File: src/rtl/ro_meas_ctrl.sv
// Ring-oscillator frequency measurement sequencer: enables one RO, lets it settle,
// counts its synchronized rising edges over a programmable clk window and reports the result.
module ro_meas_ctrl #(
    parameter int unsigned NUM_RO     = 4,
    parameter int unsigned CNT_W      = 16,
    parameter int unsigned SETTLE_CYC = 8
) (
    input  logic                      clk,
    input  logic                      rst,
    input  logic                      start,
    input  logic                      abort,
    input  logic [$clog2(NUM_RO)-1:0] sel,
    input  logic [15:0]               win_len,
    input  logic [NUM_RO-1:0]         ro_clk,
    output logic [NUM_RO-1:0]         ro_en,
    output logic                      busy,
    output logic                      done,
    output logic [CNT_W-1:0]          count,
    output logic [$clog2(NUM_RO)-1:0] ro_id,
    output logic                      overflow
);

    localparam int unsigned SEL_W = $clog2(NUM_RO);
    localparam int unsigned WIN_W = 16;
    localparam logic [WIN_W-1:0] SETTLE_LAST = WIN_W'(SETTLE_CYC - 1);
    localparam logic [WIN_W-1:0] DRAIN_LAST  = WIN_W'(2);

    typedef enum logic [2:0] {IDLE, SETTLE, MEASURE, DRAIN, DONE} state_t;

    state_t             state;
    logic [SEL_W-1:0]   sel_q;
    logic [WIN_W-1:0]   win_q;
    logic [WIN_W-1:0]   tmr;
    logic [CNT_W-1:0]   cnt;
    logic               ovf_i;
    logic               sync1, sync2, sync3, ro_rise;
    logic [NUM_RO-1:0]  sel_mask_c;
    logic [NUM_RO-1:0]  lat_mask_c;

    assign sel_mask_c = NUM_RO'(1) << sel;
    assign lat_mask_c = NUM_RO'(1) << sel_q;

    // Selected RO into a 2-flop synchronizer, then a registered rising-edge detect.
    always_ff @(posedge clk or posedge rst) begin
        if (rst) begin
            sync1   <= 1'b0;
            sync2   <= 1'b0;
            sync3   <= 1'b0;
            ro_rise <= 1'b0;
        end else begin
            sync1   <= |(ro_clk & lat_mask_c);
            sync2   <= sync1;
            sync3   <= sync2;
            ro_rise <= sync2 & ~sync3;
        end
    end

    always_ff @(posedge clk or posedge rst) begin
        if (rst) begin
            state    <= IDLE;
            sel_q    <= '0;
            win_q    <= '0;
            tmr      <= '0;
            cnt      <= '0;
            ovf_i    <= 1'b0;
            ro_en    <= '0;
            busy     <= 1'b0;
            done     <= 1'b0;
            count    <= '0;
            ro_id    <= '0;
            overflow <= 1'b0;
        end else begin
            done <= 1'b0;
            case (state)
                IDLE: begin
                    if (start && !abort) begin
                        sel_q <= sel;
                        win_q <= win_len;
                        tmr   <= '0;
                        cnt   <= '0;
                        ovf_i <= 1'b0;
                        ro_en <= sel_mask_c;
                        busy  <= 1'b1;
                        state <= SETTLE;
                    end
                end
                SETTLE: begin
                    if (abort) begin
                        ro_en <= '0;
                        busy  <= 1'b0;
                        state <= IDLE;
                    end else begin
                        cnt <= '0;
                        if (tmr == SETTLE_LAST) begin
                            tmr <= '0;
                            if (win_q == '0) begin
                                ro_en <= '0;
                                state <= DRAIN;
                            end else begin
                                state <= MEASURE;
                            end
                        end else begin
                            tmr <= tmr + WIN_W'(1);
                        end
                    end
                end
                MEASURE: begin
                    if (abort) begin
                        ro_en <= '0;
                        busy  <= 1'b0;
                        state <= IDLE;
                    end else begin
                        // Saturate instead of wrapping; a dropped edge marks overflow.
                        if (ro_rise) begin
                            if (cnt == {CNT_W{1'b1}}) begin
                                ovf_i <= 1'b1;
                            end else begin
                                cnt <= cnt + CNT_W'(1);
                            end
                        end
                        if (tmr == win_q - WIN_W'(1)) begin
                            tmr   <= '0;
                            ro_en <= '0;
                            state <= DRAIN;
                        end else begin
                            tmr <= tmr + WIN_W'(1);
                        end
                    end
                end
                DRAIN: begin
                    if (abort) begin
                        busy  <= 1'b0;
                        state <= IDLE;
                    end else if (tmr == DRAIN_LAST) begin
                        tmr   <= '0;
                        state <= DONE;
                    end else begin
                        tmr <= tmr + WIN_W'(1);
                    end
                end
                DONE: begin
                    count    <= cnt;
                    ro_id    <= sel_q;
                    overflow <= ovf_i;
                    done     <= 1'b1;
                    busy     <= 1'b0;
                    state    <= IDLE;
                end
                default: begin
                    ro_en <= '0;
                    busy  <= 1'b0;
                    state <= IDLE;
                end
            endcase
        end
    end

endmodule
File: config.mk
export PLATFORM = sky130hd
export DESIGN_NAME = ro_meas_ctrl
export DESIGN_NICKNAME = d
export VERILOG_FILES = /design/src/rtl/ro_meas_ctrl.sv
export SDC_FILE = /design/constraint.sdc
export NUM_CORES = 1
export LEC_CHECK = 0
export ABC_AREA = 1
export CAP_MARGIN = 20
export CORE_ASPECT_RATIO = 0.8
export CORE_MARGIN = 10
export CORE_UTILIZATION = 35
export CTS_BUF_LIST = sky130_fd_sc_hd__clkbuf_2
export CTS_CLUSTER_SIZE = 10
export DETAILED_ROUTE_END_ITERATION = 8
export DONT_BUFFER_PORTS = 1
export HOLD_SLACK_MARGIN = 0.15
export SLEW_MARGIN = 20
export SYNTH_ARGS = -nofsm -noshare
export SYNTH_HDL_FRONTEND = slang
export SYNTH_SLANG_ARGS = --single-unit
export TNS_END_PERCENT = 1
File: constraint.sdc
create_clock -name clk -period 3.4 [get_ports clk]
set_input_delay 0.68 -clock clk [delete_from_list [all_inputs] [get_ports clk]]
set_output_delay 0.68 -clock clk [all_outputs]
set_load 0.02 [all_outputs]
==> results.sh, run 1 <==
export IMPL_outcome="finished clean"
export IMPL_hold_class="in -> reg"
export IMPL_cts_clk_slew_worst_paths_ps=250
export IMPL_cts_tree="done"
export IMPL_worst_pin_slew_ps=682
export IMPL_h_tree_depth=3
export IMPL_postRouteAntennaNets=0
export IMPL_setup_viol=0
export IMPL_fp_coreArea_sq_um=13500
export IMPL_critPathKind="reg -> reg"
export IMPL_yosys_warnings=0
export IMPL_setup_tns_ps=0
export IMPL_relSlewSlack=0.545
export IMPL_multi_input_area_sq_um=2260
export IMPL_slew_violations=0
export IMPL_drive_gt1_frac=0.0988
export IMPL_vias_per_cell=4.89
export IMPL_drt_initial_drc_count=365
export IMPL_grt_remaining_overflow=0
export IMPL_clkSinkCount=83
export IMPL_max_freq_mhz=396
export IMPL_drcViolationCount=0
export IMPL_post_synth_top_count_cell="nand2_1"
export IMPL_gp_congestion=0.911
export IMPL_synth_top_area_cell="dfrtp_1"
export IMPL_ys_types=39
export IMPL_ctsResizeCount=0
export IMPL_drt_wl_total_microns=11700
export IMPL_synthToLayoutAreaGrowth_pct=6.11
export IMPL_whs_ps=219
export IMPL_clk_latency_ps=550
export IMPL_cellPowerDensity_nw_per_um2=689
export IMPL_port_buffer_count=0
export IMPL_grt_use_total=0.129
export IMPL_synth_top_area_share=0.435
export IMPL_nNetsFinal=673
export IMPL_dp_hpwl_microns=8850
export IMPL_critical_path_max_fanout=11
export IMPL_die_area_sq_um=18700
export IMPL_grt_pass1_wl_microns=19900
export IMPL_ios=51
export IMPL_firstDrtPassIters=5
export IMPL_grt_pass1_vias=3928
export IMPL_syn_avg_cell_area_sq_um=7.41
export IMPL_power_mw=3.49
export IMPL_start_util=0.355
export IMPL_die_y_microns=124
export IMPL_antenna_found_initial=1
export IMPL_syn_nets=674
export IMPL_ys_seq_elements=83
export IMPL_final_area_sq_um=5070
export IMPL_async_reset_ff_frac=1.00
export IMPL_place_area_sq_um=4940
export IMPL_grt_max_degree=49
export IMPL_required_ps=3860
export IMPL_min_period_ps=2520
export IMPL_hold_viol_final=0
export IMPL_synth_common_cells="194 x nand2_1, 83 x dfrtp_1, 81 x inv_1"
export IMPL_die_x_microns=151
export IMPL_detail_route_wl_per_cell_microns=14.1
export IMPL_netlist_area_sq_um=4770
export IMPL_cts_root_buffer="clkbuf_2"
export IMPL_synth_area_leaders="dfrtp_1 44%, nand2_1 15%, inv_1 6.4%"
export IMPL_cts_path_max_buffers=2
export IMPL_crit_path_end_kind="register"
export IMPL_fin_skew_ps=24.7
export IMPL_arrival_ps=2990
export IMPL_nFillCells=1402
export IMPL_cts_made_buffers=9
export IMPL_num_rows=38
export IMPL_vias=4050
export IMPL_ys_seq_area_frac=0.435
export IMPL_cap_violations=0
export IMPL_synth_ff_type="dfrtp_1"
export IMPL_fin_crit_sh=0.742
export IMPL_regArea_sq_um=2080
export IMPL_rsz0062_at_grt="false"
export IMPL_syn_instance_count=644
export IMPL_worst_ir_drop_vdd_mv=0.239
export IMPL_p_leak_nw=2.50
export IMPL_synth_edf_count=0
export IMPL_crit_path_start_kind="register"
## final cells by class
type,instances,area share
inverter,91,0.0684
sequential,83,0.410
antenna,1,0.000494
clock buffer,10,0.00988
timing repair buffer,3,0.00741
clock inverter,6,0.0123
tap,180,0.0445
multi-input combinational,455,0.447
## cells in the final DEF (no fill, tap or decap), drive strengths merged, types with 2 or more instances in the layout
cell    Yosys  routed
nand2     207     207
inv        90      91
dfrtp      83      83
nand3      57      57
nor2       55      55
o21ai      39      39
nor3       27      27
nand4      16      16
xor2       15      15
a21oi      13      13
clkbuf      7      10
xnor2       6       6
clkinv      1       5
ha          4       4
o31ai       3       3
nand3b      3       3
nor4        3       3
buf         8       2
## what timing repair did
| action | 4_1_cts | 5_1_grt |
|---|---|---|
| hold endpoints to repair | 35 | 0 |
| setup buffers | 0 | 0 |
| endpoints found under the setup margin | 0 | 0 |
| hold buffers | 1 | 0 |
## final timing paths
check / cells after the start / startpoint / slack, ps / end
worst max-delay path: 15 / win_q[0] / 880 / ro_en[2]
worst min-delay path: 2 / win_len[12] / 220 / win_q[12]
worst max register to register: 15 / win_q[0] / 880 / ro_en[2]
worst min register to register: 0 / sync1 / 400 / sync2
max in group asynchronous: 3 / rst / 2090 / state[1]
min in group asynchronous: 2 / rst / 620 / win_q[9]
## critical path, cell delays in order (launching register included)
cell     delay, ps
dfrtp_1        440
inv_1          150
ha_1           270
nand3_2        120
nor2_2         350
nand2_1        130
nand3_1        100
nand2_1         60
nor2_1         110
nand2_1         70
nor2_1         120
nand2_2        100
nand2_2        150
nand3_2        120
nand2_1         80
nand2_1         60
## sequential cells by signal, summed over array words and instances, names as in the netlist
register / count
busy: 1
cnt: 16
count: 16
done: 1
overflow: 1
ovf_i: 1
ro_en: 4
ro_id: 2
ro_rise: 1
sel_q: 2
state: 3
sync1: 1
sync2: 1
sync3: 1
tmr: 16
win_q: 16
## logic make-up (layout without fill, tap and decap cells)
logic type / Yosys count / after routing / share of synthesized area
fa+ha+maj: 4 / 4 / 0.0105
other cells: 0 / 1 / 0
xor+xnor: 21 / 21 / 0.0385
flops: 83 / 83 / 0.435
simple gates: 369 / 369 / 0.355
compound gates: 61 / 61 / 0.0702
buf+inv: 106 / 110 / 0.0907
## routing by layer
layer	part of all wire	up-vias	global-route usage	wire length, microns
met4	0.020	0	0.0447	232
met1	0.51	1906	0.186	5910
met3	0.070	15	0.0374	816
li1	-	2044	-	-
met5	0	-	0	0
met2	0.40	85	0.179	4730
## power breakdown
group / internal, mW / switching, mW
Sequential: 1.21 / 0.271
Clock: 0.175 / 0.367
Combinational: 0.450 / 1.02
## per-stage QoR
step	cells	setup slack, ps	utilization
after floorplan	644	583	-
after global placement	811	976	0.367
after detailed placement	811	943	0.367
after CTS	828	878	0.376
after global routing	829	599	0.377
final	829	878	0.377
Power figures use the tool's default switching activity.
==> run 2: changes to the inputs <==
--- a/config.mk
+++ b/config.mk
@@ -5,7 +5,7 @@
 export SDC_FILE = /design/constraint.sdc
 export NUM_CORES = 1
 export LEC_CHECK = 0
-export ABC_AREA = 1
+export ABC_AREA = 0
 export CAP_MARGIN = 20
 export CORE_ASPECT_RATIO = 0.8
 export CORE_MARGIN = 10
==> constraint.sdc (replaced) <==
create_clock -name clk -period 2.6 [get_ports clk]
set_input_delay 0.52 -clock clk [delete_from_list [all_inputs] [get_ports clk]]
set_output_delay 0.52 -clock clk [all_outputs]
set_load 0.02 [all_outputs]
==> run 2 against run 1 <==
Net effect:
- sequential power increased by 11%
- sequential cell count unchanged
- final cell count fell by 13%
- critical endpoint is now state[0]
- clock skew increased by 3.2 ps
- critical path type unchanged
- maximum frequency down 6.1%
- clock power grew 45%
- largest cell class unchanged
- the flow now finishes with violations (setup timing)
- sequential share of layout area down 3.1 points
- count of clock-buffer cells in the layout shrank 1
- highest routed layer unchanged
==> results.sh, run 2 <==
export IMPL_cts_clk_slew_worst_paths_ps=230
export IMPL_violations="setup timing"
export IMPL_hold_viol_final=0
export IMPL_cap_violations=0
export IMPL_dp_hpwl_microns=8320
export IMPL_fin_ws_ps=-84.9
export IMPL_yosys_warnings=0
export IMPL_power_mw=3.99
export IMPL_synth_top_area_share=0.455
export IMPL_cp_common_cell="or4_4"
export IMPL_start_util=0.356
export IMPL_cts_made_buffers=9
export IMPL_cts_path_max_buffers=2
export IMPL_die_y_microns=122
export IMPL_worst_pin_slew_ps=726
export IMPL_required_ps=3150
export IMPL_fp_coreArea_sq_um=12800
export IMPL_rr_worst_depth=8
export IMPL_nNetsFinal=570
export IMPL_nFillCells=1251
export IMPL_fin_skew_ps=27.9
export IMPL_post_cts_buffers=0
export IMPL_crit_path_end_kind="register"
export IMPL_r2r_end="state[0]"
export IMPL_postRouteAntennaNets=0
export IMPL_syn_avg_cell_area_sq_um=9.33
export IMPL_final_area_sq_um=5480
export IMPL_ys_seq_area_frac=0.455
export IMPL_fin_crit_sh=1.03
export IMPL_path_buf_inv=1
export IMPL_grt_pass1_wl_microns=19100
export IMPL_path_cells="or4_4, or4_4, xnor2_2, a2111oi_4, nand4_4, buf_6, a31oi_4, o221a_2"
export IMPL_max_freq_mhz=372
export IMPL_outcome="finished, violations left"
export IMPL_drive_gt1_frac=0.199
export IMPL_arrival_ps=3230
export IMPL_gp_congestion=0.896
export IMPL_die_area_sq_um=18000
export IMPL_p_leak_nw=2.36
export IMPL_layout_commonest_cell="dfrtp_1"
export IMPL_cellPowerDensity_nw_per_um2=728
export IMPL_cp_slowest_cell="or4_4"
export IMPL_num_rows=37
export IMPL_clk_latency_ps=590
export IMPL_r2r_start="win_q[3]"
export IMPL_grt_use_total=0.130
export IMPL_synth_common_cells="83 x dfrtp_1, 80 x nand2_1, 26 x o21ai_0"
export IMPL_grt_pass1_vias=3741
export IMPL_detail_route_wl_per_cell_microns=15.8
export IMPL_slowest_delay_ps=570
export IMPL_post_synth_top_count_cell="dfrtp_1"
export IMPL_cts_root_buffer="clkbuf_2"
export IMPL_ios=51
export IMPL_synth_edf_count=0
export IMPL_critical_path_max_fanout=5
export IMPL_antenna_found_initial=1
export IMPL_cts_tree="done"
export IMPL_startpoint="win_q[3]"
export IMPL_drt_wl_total_microns=11400
export IMPL_relSlewSlack=0.515
export IMPL_async_reset_ff_frac=1.00
export IMPL_synth_top_area_cell="dfrtp_1"
export IMPL_die_x_microns=148
export IMPL_regToRegSetupSlack_ps=-80
export IMPL_critPathKind="reg -> reg"
export IMPL_worst_ir_drop_vdd_mv=0.323
export IMPL_cp_top_family="simple AND/OR/NAND/NOR gates"
export IMPL_synth_ff_type="dfrtp_1"
export IMPL_place_area_sq_um=5050
export IMPL_port_buffer_count=0
export IMPL_h_tree_depth=3
export IMPL_ys_seq_elements=83
export IMPL_setup_tns_ps=-1120
export IMPL_most_common_layout_cells="83 x dfrtp_1, 80 x nand2_1, 40 x buf_4"
export IMPL_synthToLayoutAreaGrowth_pct=20.1
export IMPL_crit_path_end="state[0]"
export IMPL_firstDrtPassIters=5
export IMPL_vias_per_cell=5.31
export IMPL_grt_max_degree=44
export IMPL_drt_initial_drc_count=259
export IMPL_hold_class="in -> reg"
export IMPL_synth_area_leaders="dfrtp_1 46%, nand2_1 6.6%, mux2_2 5.2%"
export IMPL_min_period_ps=2680
export IMPL_ys_types=61
export IMPL_clkSinkCount=83
export IMPL_setup_viol=21
export IMPL_hp_start="abort"
export IMPL_crit_path_start_kind="register"
export IMPL_drcViolationCount=0
export IMPL_grt_remaining_overflow=0
export IMPL_syn_instance_count=489
export IMPL_slew_violations=0
export IMPL_netlist_area_sq_um=4560
export IMPL_syn_nets=519
export IMPL_vias=3821
export IMPL_cp_num_cells=8
export IMPL_rsz0062_at_grt="true"
[run 2: cell count changes after synthesis, moves of 13 or more]
cell      delta
inv_1       -56
nand2_1    -114
mux2_2      +21
nor2_1      -20
nand3_1     -33
clkbuf_1    +13
[run 2: cells by family (layout without fill, tap and decap cells)]
group / Yosys count / in the layout / share of synthesized area
xor gates and xnor gates: 32 / 32 / 0.0647
DFF: 83 / 83 / 0.455
and+or+nand+nor: 205 / 205 / 0.227
buffers and inverters: 52 / 107 / 0.0477
AOI/OAI and AO/OA: 90 / 90 / 0.136
adders and majority gates: 4 / 4 / 0.0110
other: 0 / 1 / 0
muxes: 23 / 23 / 0.0589
[run 2: through the flow]
step	utilization	setup slack [ps]	hold WS, ps	cells
floorplan	-	-128	331	489
global placement	0.394	-50.5	333	681
detailed placement	0.394	-90.4	336	681
CTS	0.422	-110	166	719
global route	0.427	-189	164	720
finish	0.427	-84.9	225	720
[run 2: area by class of cell]
| cell class | count | area, sq um | area share |
|---|---|---|---|
| multi-input combinational | 354 | 2370 | 0.432 |
| antenna | 1 | 2.50 | 0.000457 |
| tap | 175 | 219 | 0.0400 |
| inverter | 26 | 98.8 | 0.0180 |
| sequential | 83 | 2080 | 0.379 |
| clock buffer | 9 | 45.0 | 0.00822 |
| timing repair buffer | 66 | 582 | 0.106 |
| clock inverter | 6 | 88.8 | 0.0162 |
[run 2: worst reg2reg max path: cells and delay by family (launching register included)]
kind                      cells  cell delay (ps)
AOI/OAI and AO/OA             3              610
xor gates and xnor gates      1              170
buffers and inverters         1              180
DFF                           1              420
and+or+nand+nor               3             1290
[run 2: routing by layer]
metal / wire length (microns) / global-route usage / share of wire / vias up
li1: - / - / - / 1832
met1: 5360 / 0.176 / 0.47 / 1878
met2: 5090 / 0.192 / 0.45 / 94
met3: 716 / 0.0333 / 0.063 / 17
met4: 229 / 0.0600 / 0.020 / 0
met5: 0 / 0 / 0 / -
[run 2: where the power goes]
group	switching (mW)	internal (mW)	total [mW]
combinational	0.833	0.716	1.55
clock	0.472	0.313	0.786
sequential	0.187	1.47	1.65
total	1.49	2.50	3.99
[run 2: how the worst min path moves through the flow]
stage / to / slack [ps] / depth (start not counted)
finish: state[0] / 220 / 2
global route: state[0] / 160 / 2
CTS: state[0] / 170 / 2
detailed placement: sync2 / 340 / 0
global placement: sync2 / 330 / 0
floorplan: sync2 / 330 / 0
[run 2: what timing repair did]
action | in CTS | in global routing
endpoints found under the hold margin | 66 | 0
pin swaps | 0 | 5
hold buffers | 23 | 0
gates resized for setup | 1 | 8
endpoints found under the setup margin | 21 | 21
